## config.mk

```make
export PLATFORM = sky130hd
export DESIGN_NAME = spi_bus_arbiter
export DESIGN_NICKNAME = d
export VERILOG_FILES = /design/src/rtl/spi_bus_arbiter.sv
export SDC_FILE = /design/constraint.sdc
export NUM_CORES = 1
export LEC_CHECK = 0
export CAP_MARGIN = 30
export CORE_MARGIN = 8
export CORE_UTILIZATION = 30
export CTS_CLUSTER_DIAMETER = 30
export DETAILED_ROUTE_END_ITERATION = 12
export GPL_ROUTABILITY_DRIVEN = 1
export GPL_TIMING_DRIVEN = 1
export SYNTH_ARGS = -nofsm -noshare
export SYNTH_HDL_FRONTEND = slang
export SYNTH_SLANG_ARGS = --single-unit
```

## constraint.sdc

```tcl
create_clock -name clk -period 4.57 [get_ports clk]
set_input_delay 1.371 -clock clk [delete_from_list [all_inputs] [get_ports clk]]
set_output_delay 1.371 -clock clk [all_outputs]
set_load 0.05 [all_outputs]
```

## src/rtl/spi_bus_arbiter.sv

```systemverilog
// spi_bus_arbiter: round-robin sharing of one SPI byte engine between two requesters, with enforced CS-high gap.
// Define SPI_ARB_TIMEOUT_EN to add a watchdog that aborts a transaction whose engine never reports done.
module spi_bus_arbiter #(
    parameter int unsigned GAP_CYCLES     = 4095,
    parameter int unsigned TIMEOUT_CYCLES = 65535
) (
    input  logic        clk,
    input  logic        rst,
    input  logic        i_req0,
    input  logic [15:0] i_txdata0,
    output logic        o_ack0,
    output logic [7:0]  o_rxdata0,
    input  logic        i_req1,
    input  logic [15:0] i_txdata1,
    output logic        o_ack1,
    output logic [7:0]  o_rxdata1,
    output logic        o_spi_transmit,
    output logic [15:0] o_spi_txdata,
    input  logic        i_spi_done,
    input  logic [7:0]  i_spi_rxdata,
    output logic        o_spi_sel,
    output logic        o_busy,
    output logic        o_timeout_err
);
    typedef enum logic [1:0] {IDLE, ISSUE, WAIT_DONE, GAP} state_t;
    state_t      r_state, w_state;
    logic        r_last, w_last, r_sel, w_sel, r_transmit, w_transmit;
    logic        r_ack0, w_ack0, r_ack1, w_ack1, r_busy, w_busy;
    logic [15:0] r_txdata, w_txdata;
    logic [7:0]  r_rx0, w_rx0, r_rx1, w_rx1, w_rxbyte;
    logic [11:0] r_gap, w_gap;
    logic        w_winner, w_expire;
`ifdef SPI_ARB_TIMEOUT_EN
    logic [15:0] r_wdog;
    logic        r_terr;
    // a done pulse on the expiry cycle takes priority over the abort
    assign w_expire = (r_state == WAIT_DONE) && !i_spi_done && (r_wdog == 16'(TIMEOUT_CYCLES - 1));
    always_ff @(posedge clk or posedge rst) begin
        if (rst) begin
            r_wdog <= '0;
            r_terr <= 1'b0;
        end else begin
            r_wdog <= (r_state == WAIT_DONE && !w_expire) ? r_wdog + 16'd1 : '0;
            r_terr <= w_expire;
        end
    end
    assign o_timeout_err = r_terr;
`else
    assign w_expire      = 1'b0;
    assign o_timeout_err = 1'b0 && (TIMEOUT_CYCLES != 0);
`endif
    always_comb begin
        w_state    = r_state;
        w_last     = r_last;
        w_sel      = r_sel;
        w_txdata   = r_txdata;
        w_transmit = 1'b0;
        w_ack0     = 1'b0;
        w_ack1     = 1'b0;
        w_rx0      = r_rx0;
        w_rx1      = r_rx1;
        w_busy     = r_busy;
        w_gap      = r_gap;
        w_winner   = (i_req0 && i_req1) ? ~r_last : i_req1;
        w_rxbyte   = i_spi_done ? i_spi_rxdata : 8'h00;
        case (r_state)
            IDLE: if (i_req0 || i_req1) begin
                w_state    = ISSUE;
                w_sel      = w_winner;
                w_last     = w_winner;
                w_txdata   = w_winner ? i_txdata1 : i_txdata0;
                w_transmit = 1'b1;
                w_busy     = 1'b1;
            end
            ISSUE: w_state = WAIT_DONE;
            WAIT_DONE: if (i_spi_done || w_expire) begin
                w_state = GAP;
                w_gap   = '0;
                w_ack0  = ~r_sel;
                w_ack1  = r_sel;
                w_rx0   = r_sel ? r_rx0 : w_rxbyte;
                w_rx1   = r_sel ? w_rxbyte : r_rx1;
            end
            GAP: begin
                w_state = (r_gap == 12'(GAP_CYCLES - 1)) ? IDLE : GAP;
                w_busy  = (r_gap != 12'(GAP_CYCLES - 1));
                w_gap   = (r_gap == 12'(GAP_CYCLES - 1)) ? '0 : r_gap + 12'd1;
            end
        endcase
    end
    always_ff @(posedge clk or posedge rst) begin
        if (rst) begin
            r_state    <= IDLE;
            r_last     <= 1'b1;
            r_sel      <= 1'b0;
            r_txdata   <= '0;
            r_transmit <= 1'b0;
            r_ack0     <= 1'b0;
            r_ack1     <= 1'b0;
            r_rx0      <= '0;
            r_rx1      <= '0;
            r_busy     <= 1'b0;
            r_gap      <= '0;
        end else begin
            r_state    <= w_state;
            r_last     <= w_last;
            r_sel      <= w_sel;
            r_txdata   <= w_txdata;
            r_transmit <= w_transmit;
            r_ack0     <= w_ack0;
            r_ack1     <= w_ack1;
            r_rx0      <= w_rx0;
            r_rx1      <= w_rx1;
            r_busy     <= w_busy;
            r_gap      <= w_gap;
        end
    end
    assign o_ack0         = r_ack0;
    assign o_ack1         = r_ack1;
    assign o_rxdata0      = r_rx0;
    assign o_rxdata1      = r_rx1;
    assign o_spi_transmit = r_transmit;
    assign o_spi_txdata   = r_txdata;
    assign o_spi_sel      = r_sel;
    assign o_busy         = r_busy;
endmodule

```

==> flow_summary.toml <==
[clocking]
clock_path_buffers = 2
htreeDepth = 2
path_clk_slew_ns = 0.10
clkSinkCount = 52
cts_buffers = 5
clock-root-buffer = "clkbuf_8"
postCtsHoldBufs = 0
cts-resized-gates = 0
cts_tree = "built"
cts_setup_buffers = 0
clkLatencyLatePin_ns = 0.31

[job]
max_cap_viol_count = 0

[critical_path]
cp-end-kind = "primary output"
cp_max_fo = 3
arrival_ns = 1.54
endpoint = "o_spi_sel"
crit_buf_inv = 1
rr_startpoint = "r_gap[0]"
timing.rr.end = "r_gap[4]"
crit_path_max_incr_delay_ns = 0.84
r2r_cells = 6
crit_type = "flip-flop to primary output"
crit_path_start = "o_spi_sel"
slowest_stage = "clkdlybuf4s50_1"
regToRegSetupSlack_ns = 2.74
cp.required_ns = 3.20
cp_num_cells = 1
crit_path_cell_trace = "clkdlybuf4s50_1"
critPathTopFamily = "buffers and inverters"
startpoint_type = "flip-flop"

[layout]
insertedDiodeCount = 0
ff_latch_area_um2 = 1300
fillers = 758
drive_above_1_share_pct = 13.7
stdcell_area_um2 = 3370
instances_no_fill = 394
syn2layout_area_growth_pct = 43.0
multiInputGateArea_um2 = 981
final_nets = 338
fin_util_pct = 43.9

[floorplanning]
die_w_um = 105
die_area_um2 = 11000
ioPinCount = 83
core-area_um2 = 7690
start_util_pct = 30.7
die_y_um = 105
num_rows = 32

[global_route]
antenna_found_initial = 0
grt_pass1_vias = 1941
grt_use_total_pct = 10.4
grt_pass1_wl_um = 9580
grt.overflow.total = 0
grt_max_degree = 31

[pwr]
vdd_ir_drop_max_mv = 0.107
power_leakage_nw = 1.48
powerDensity_nw_per_um2 = 332
total_power_mw = 1.12

[timing]
tns_ns = 0
holdWs_ns = 0.516
rsz0062_at_grt = "no"
period_share_pct = 63.6
setup_viol = 0
slew_headroom_pct = 55.5
fmax_mhz = 344
hold_viol = 0
fin_ws_ns = 1.66
tightest_slew_ns = 0.665
min_period_ns = 2.91
slew_viol_final = 0
finClkSkew_ns = 0.0121

[logic_synthesis]
synth.avg_cell_area_um2 = 11.3
synth.distinct_cells = 45
ys_ff_latch = 52
synth-main-ff-cell = "dfrtp_1"
synth_enable_flop_cells = 0
netlist_area_um2 = 2360
syn-num-nets = 256
synth-seq-area-share_pct = 55.2
synth_warnings = 0
synthArstFlopShare_pct = 100
synthCells = 209

[drt]
wl_um = 5530
ant_nets = 0
drt_iter0_drc = 47
drtPass1Iterations = 4
routed_via_density = 4.62
wl_per_cell_um = 14.0
num_vias = 1820
drc = 0

[min_path]
hp-class = "flip-flop to flip-flop"

[place]
dp_hpwl_um = 4190
gp_congestion = 0.738
place_area_um2 = 3280
pre_cts_slack_ns = 1.58
port_buffers = 81
placedCellCount = 386

[run_status]
status = "finished clean"
-- Yosys cell counts (2+ instances only) --
| cell | n | area, µm² |
|---|---|---|
| mux2_2 | 16 | 180 |
| xnor2_1 | 4 | 35.0 |
| o21bai_1 | 2 | 15.0 |
| inv_1 | 5 | 18.8 |
| buf_2 | 6 | 30.0 |
| nor2_1 | 24 | 90.1 |
| nor3_1 | 2 | 10.0 |
| nor2_2 | 2 | 12.5 |
| or3_1 | 2 | 12.5 |
| a21oi_1 | 19 | 95.1 |
| nand2_1 | 14 | 52.6 |
| dfrtp_1 | 51 | 1280 |
| o21ai_0 | 8 | 40.0 |
| buf_4 | 2 | 15.0 |
| ha_1 | 2 | 25.0 |
| nor4_1 | 3 | 18.8 |
| nand3_1 | 4 | 20.0 |
| mux2i_1 | 16 | 160 |
-- power by group --
part / leakage [nW] / internal, mW / total, mW / switching, mW
clock network: 0.0445 / 0.109 / 0.268 / 0.159
registers: 0.677 / 0.508 / 0.563 / 0.0544
logic: 0.757 / 0.131 / 0.290 / 0.159
total: 1.48 / 0.748 / 1.12 / 0.373
-- cell families after synthesis --
kind of cell	Yosys count	synth area share, %
AO/OA/AOI/OAI	41	11.2
multiplexers	32	14.4
AND/OR/NAND/NOR	61	12.7
flip-flops	52	55.2
other	1	0.159
adder cells (fa/ha/maj)	2	1.06
XOR/XNOR	5	1.86
buffers and inverters	15	3.34
-- cell usage in the layout (no fill, tap or decap), drive strengths merged, types with 2 or more instances in the layout --
cell	Yosys	layout
a21o	2	2
a21oi	19	19
buf	9	4
clkbuf	1	5
clkdlybuf4s50	0	81
dfrtp	51	51
ha	2	2
inv	5	6
mux2	16	16
mux2i	16	16
nand2	14	14
nand3	6	6
nor2	26	26
nor3	2	2
nor4	3	3
o21ai	9	9
o21bai	2	2
or3	3	3
xnor2	4	4
-- sequential cells by signal, summed over array words and instances (netlist names) --
register and flops:
r_gap 12, o_rxdata0 8, o_spi_txdata 16, o_ack0 1, r_state 2, o_spi_sel 1, o_rxdata1 8, r_last 1
o_ack1 1, o_busy 1, o_spi_transmit 1
-- layer usage --
layer	global-route usage (%)	vias to the layer above	part of all wire (%)
li1	-	889	-
met1	12.4	864	43
met2	16.5	63	47
met3	4.79	4	8.5
met4	2.85	0	0.80
met5	0	-	0
-- how the worst min path moves through the flow --
stage / slack (ns) / endpoint / cells after the start / start
6_report: 0.52 / o_rxdata1[0] / 1 / o_rxdata1[0]
5_1_grt: 0.54 / o_busy / 2 / o_busy
4_1_cts: 0.52 / o_rxdata1[2] / 1 / o_rxdata1[2]
3_5_place_dp: 0.50 / o_rxdata1[2] / 1 / o_rxdata1[2]
3_3_place_gp: 0.49 / o_rxdata1[7] / 1 / o_rxdata1[7]
2_1_floorplan: 0.50 / r_gap[11] / 1 / r_gap[11]
-- cell type report --
class	count	share of cell area [%]
clock buffer	5	2.04
clock inverter	3	0.631
inverter	5	0.556
multi-input combinational	142	29.1
sequential	52	38.6
tap	102	3.78
timing repair buffer	85	25.3
Power figures use the tool's default switching activity.
==> edit 1: new RTL, same settings <==
The option `SPI_ARB_TIMEOUT_EN` is turned on by a define.
--- a/src/rtl/spi_bus_arbiter.sv
+++ b/src/rtl/spi_bus_arbiter.sv
@@ -2,2 +2,4 @@
 // Define SPI_ARB_TIMEOUT_EN to add a watchdog that aborts a transaction whose engine never reports done.
+`define SPI_ARB_TIMEOUT_EN
+
 module spi_bus_arbiter #(
Formal check against the unedited RTL: same outputs for any inputs over 10 cycles, from zero or initial values and one cycle with rst high; that may be too few to reach the edited logic, so the function may still have changed.
==> edit 1 against the unedited design <==
Area after synthesis up 44%; critical path type is now input pin to flip-flop; sequential cell count up 17; wire length up 50%; register-to-register slack worse by 0.32 ns; total power up 51%; cell area up 38%; worst setup slack worse by 0.19 ns.
==> edit 1: results <==
[timing]
worst_slew_pin_slew_ns = 0.923
worst_clock_skew_ns = 0.00779

[route]
dr.pass1.iters = 4
post-route-drc-count = 0
average_via_count_per_standard_cell = 4.82
drt-wirelength-per-cell_um = 14.3
drt-initial-drc-count = 214

[worst_setup_path]
cp_top_family = compound AO/OA/AOI/OAI gates
crit_path_top_delay_cell = o211ai_1
critPathMaxStageDelay_ns = 0.78
cp_max_fo = 12
worst_endpoint_data_arrival_time_ns = 3.26

[global_routing]
antenna_violations_before_repair = 0
pin_count_of_the_biggest_net_entering_global_routing = 44
grt_pass1_wl_um = 13600
number_of_global_route_vias_before_repair = 2743
grt_usage_pct = 11.4

[synth]
synth_cell_type_count = 44
synth.top_cells.by_area = dfrtp_1, mux2i_1, nor2_1
synthesis.yosys.warnings = 0
synth_seq_area_share_pct = 50.9
mappedNetlistNets = 401
synth_flop_cell = dfrtp_1
proportion_of_synthesized_flip_flops_having_asynchronous_set_or_reset_pct = 100
yosys-top-cells-count = dfrtp_1, nor2_1, inv_1

[min_path]
min-delay-path-class = flip-flop to flip-flop

[cts]
clockRootBuffer = clkbuf_16
cts.htree.levels = 3
worst_setup_hold_path_clk_slew_ns = 0.06
cts_made_buffers = 9
post_cts_buffers = 0
cts.repair.resized = 0
cts_buffer_depth = 2
clk-insertion-delay-late_ns = 0.33

[place]
gp_congestion = 0.801
dpl.hpwl_um = 6000
port_buffers = 82

[pwr]
p_leak_nw = 2.01
peakVddDrop_mv = 0.202

[flow_run]
timing.max_cap.violations = 0

[cells_and_area]
antenna_cells = 0
fin_nets = 483
nFillCells = 1117
post_route_cells_drive_above_1_share_pct = 7.53

[run_status]
status = finished, final reports clean
## edit 1: cell type report
cell class	count	area share (%)
Clock inverter	6	1.37
Tap cell	143	3.83
Timing Repair Buffer	89	19.0
Inverter	31	2.49
Sequential cell	69	37.0
Multi-Input combinational cell	234	31.5
Clock buffer	9	4.82
## edit 1: power breakdown
part           internal, mW  total, mW  switching (mW)
Sequential            0.663      0.724          0.0608
Clock                 0.419      0.682           0.263
Combinational         0.130      0.289           0.159
## edit 1: cells by family after synthesis
group                    after synthesis  synth area share, %
adder cells (fa/ha/maj)                4                 1.47
XOR/XNOR                              13                 3.35
multiplexers                          19                 5.68
flip-flops                            69                 50.9
AO/OA/AOI/OAI                         83                 14.9
AND/OR/NAND/NOR                      115                 17.8
buffers and inverters                 49                 5.93
## edit 1: per-stage QoR
step | worst slack, ns | utilization (%) | cell area, µm² | hold slack, ns | cells
2_1_floorplan | 1.46 | - | 3390 | 0.477 | 352
3_5_place_dp | 1.16 | 38.9 | 4360 | 0.520 | 565
6_report | 1.47 | 41.6 | 4670 | 0.526 | 581
4_1_cts | 1.49 | 41.4 | 4650 | 0.530 | 580
3_3_place_gp | 1.19 | 38.9 | 4360 | 0.507 | 565
5_1_grt | 1.30 | 41.6 | 4670 | 0.551 | 581
## edit 1: worst paths after layout
kind                                  from         endpoint  slack (ns)  cells past startpoint
max                             i_spi_done         r_gap[1]        1.47                      5
min                        o_spi_txdata[2]  o_spi_txdata[2]        0.53                      2
max reg2reg                      r_wdog[2]         r_gap[1]        2.42                      4
min reg2reg                o_spi_txdata[2]  o_spi_txdata[2]        0.53                      2
max in group asynchronous              rst           r_last        2.56                      4
min in group asynchronous              rst  o_spi_txdata[0]        1.28                      2
## edit 1: layer usage
| layer | up-vias | routed length [µm] | GRT usage [%] |
|---|---|---|---|
| li1 | 1390 | - | - |
| met1 | 1340 | 3680 | 13.6 |
| met2 | 59 | 3950 | 19.0 |
| met3 | 10 | 562 | 3.68 |
| met4 | 0 | 97 | 3.66 |
| met5 | - | 0 | 0 |
## edit 1: worst register-to-register path: stages (launching register included)
cell and delay, ns:
dfrtp_1 0.42, and4_1 0.46, nand2_4 0.13, o211ai_1 0.77
o22ai_1 0.19
==> edit 2: new RTL, same flow settings <==
Without the edit above. Encoding of `state_t`: now one-hot (4 bits for 4 states).
--- a/src/rtl/spi_bus_arbiter.sv
+++ b/src/rtl/spi_bus_arbiter.sv
@@ -24,3 +24,3 @@
 );
-    typedef enum logic [1:0] {IDLE, ISSUE, WAIT_DONE, GAP} state_t;
+    typedef enum logic [3:0] {IDLE = 4'b0001, ISSUE = 4'b0010, WAIT_DONE = 4'b0100, GAP = 4'b1000} state_t;
     state_t      r_state, w_state;
Function: no difference found for any inputs over 10 cycles, from zero or initial values and one cycle with rst high; not proved beyond that.
==> edit 2 against the unedited design <==
Worst setup slack lost 0.057 ns; area after synthesis grew 4.8%; utilization shrank 0.64 points; fmax shrank 1.9%; sequential cell count grew 2; synthesized cell count grew 8.1%; cell area grew 3.7%; wire length grew 6.5%; highest routed layer unchanged.
Power is not compared: it rests on default switching activity, and its combinational part moved more than twofold at a synthesized area within 25%.
==> edit 2: results <==
[global_routing]
grt_usage_pct = 10.7
pin_count_of_the_biggest_net_entering_global_routing = 42
number_of_global_route_vias_before_repair = 2058
antenna_violations_before_repair = 0
grt_pass1_wl_um = 10000

[synth]
synth-compound-area-share_pct = 10.7
post_synthesis_share_of_cell_area_spent_on_xor_and_xnor_gates_pct = 0.709
synthesis.yosys.warnings = 0
proportion_of_synthesized_flip_flops_having_asynchronous_set_or_reset_pct = 100
synth.top_cells.by_area = dfrtp_1, mux2_2, mux2i_1
synth_cell_type_count = 42
yosys-top-cells-count = dfrtp_1, nand2_1, o21ai_0
mappedNetlistNets = 273
adder_cell_share_of_the_synthesized_area_pct = 1.01
post_synth_mux_area_share_pct = 15.5
synth_seq_area_share_pct = 54.8

[route]
drt-initial-drc-count = 65
drt-wirelength-per-cell_um = 14.2
ant_nets = 0
dr.pass1.iters = 4
average_via_count_per_standard_cell = 4.64

[cts]
worst_setup_hold_path_clk_slew_ns = 0.09
post_cts_buffers = 0
clockRootBuffer = clkbuf_8
clk-insertion-delay-late_ns = 0.30
cts_made_buffers = 5
cts.htree.levels = 2
cts_buffer_depth = 2
cts.repair.resized = 0

[place]
dpl.hpwl_um = 4430
port_buffers = 81
gp_congestion = 0.773

[run_status]
status = finished, final reports clean

[min_path]
min-delay-path-class = flip-flop to flip-flop
hold_depth = 2

[pwr]
peakVddDrop_mv = 0.168
p_leak_nw = 1.61

[cells_and_area]
largest_register_ffs = 16
fin_nets = 355
post_route_cells_drive_above_1_share_pct = 12.3
antenna_cells = 0

[worst_setup_path]
worst_endpoint_data_arrival_time_ns = 3.14
cp_max_fo = 13
r2r.worst_path.cells = 6

[timing]
worst_slew_pin_slew_ns = 0.831
worst_clock_skew_ns = 0.00328
edit 2: cells by family after synthesis:
logic type	count (synthesis)
simple gates	70
flops	54
compound gates	44
mux	36
buf+inv	17
fa+ha+maj	2
xor+xnor	2
other cells	1
edit 2: metrics by stage:
stage	worst slack (ns)	hold slack [ns]	area, µm²	utilization, %	cells
floorplan	1.89	0.485	2470	-	226
global placement	1.31	0.462	3390	41.9	406
detailed placement	1.24	0.474	3390	41.9	406
CTS	1.58	0.498	3500	43.2	414
global route	1.49	0.520	3500	43.2	414
finish	1.61	0.488	3500	43.2	414
edit 2: worst max-delay path: stages:
cell             delay [ns]
clkdlybuf4s50_1        0.51
a21boi_2               0.66
buf_4                  0.31
mux2i_1                0.20
o21ai_0                0.08
edit 2: cell type report:
| type | instances | area, µm² |
|---|---|---|
| Timing Repair Buffer | 85 | 841 |
| Clock inverter | 2 | 37.5 |
| Clock buffer | 6 | 72.6 |
| Inverter | 7 | 26.3 |
| Multi-Input combinational cell | 155 | 1040 |
| Sequential cell | 54 | 1350 |
| Tap cell | 105 | 131 |
| Fill cell | 790 | 4590 |
edit 2: worst paths after layout:
kind / from / endpoint / slack (ns)
worst max register to register: r_gap[0] / r_gap[7] / 2.47
min in group asynchronous: rst / o_rxdata1[1] / 1.55
worst min-delay path: o_spi_txdata[1] / o_spi_txdata[1] / 0.49
worst min register to register: o_spi_txdata[1] / o_spi_txdata[1] / 0.49
max in group asynchronous: rst / o_rxdata1[2] / 2.32
worst max-delay path: i_req1 / o_spi_txdata[9] / 1.61
edit 2: report_power, final:
part	switching [mW]	internal, mW	total (mW)
registers	0	0.477	0.477
logic	0.0240	0.0411	0.0651
clock network	0.152	0.164	0.315
total	0.176	0.682	0.858
edit 2: metal layers:
layer | up-vias | track usage [%] | wire length [µm]
met2 | 60 | 17.1 | 2780
li1 | 963 | - | -
met4 | 0 | 1.81 | 34
met1 | 891 | 13.0 | 2570
met3 | 5 | 4.98 | 510
met5 | - | 0 | 0
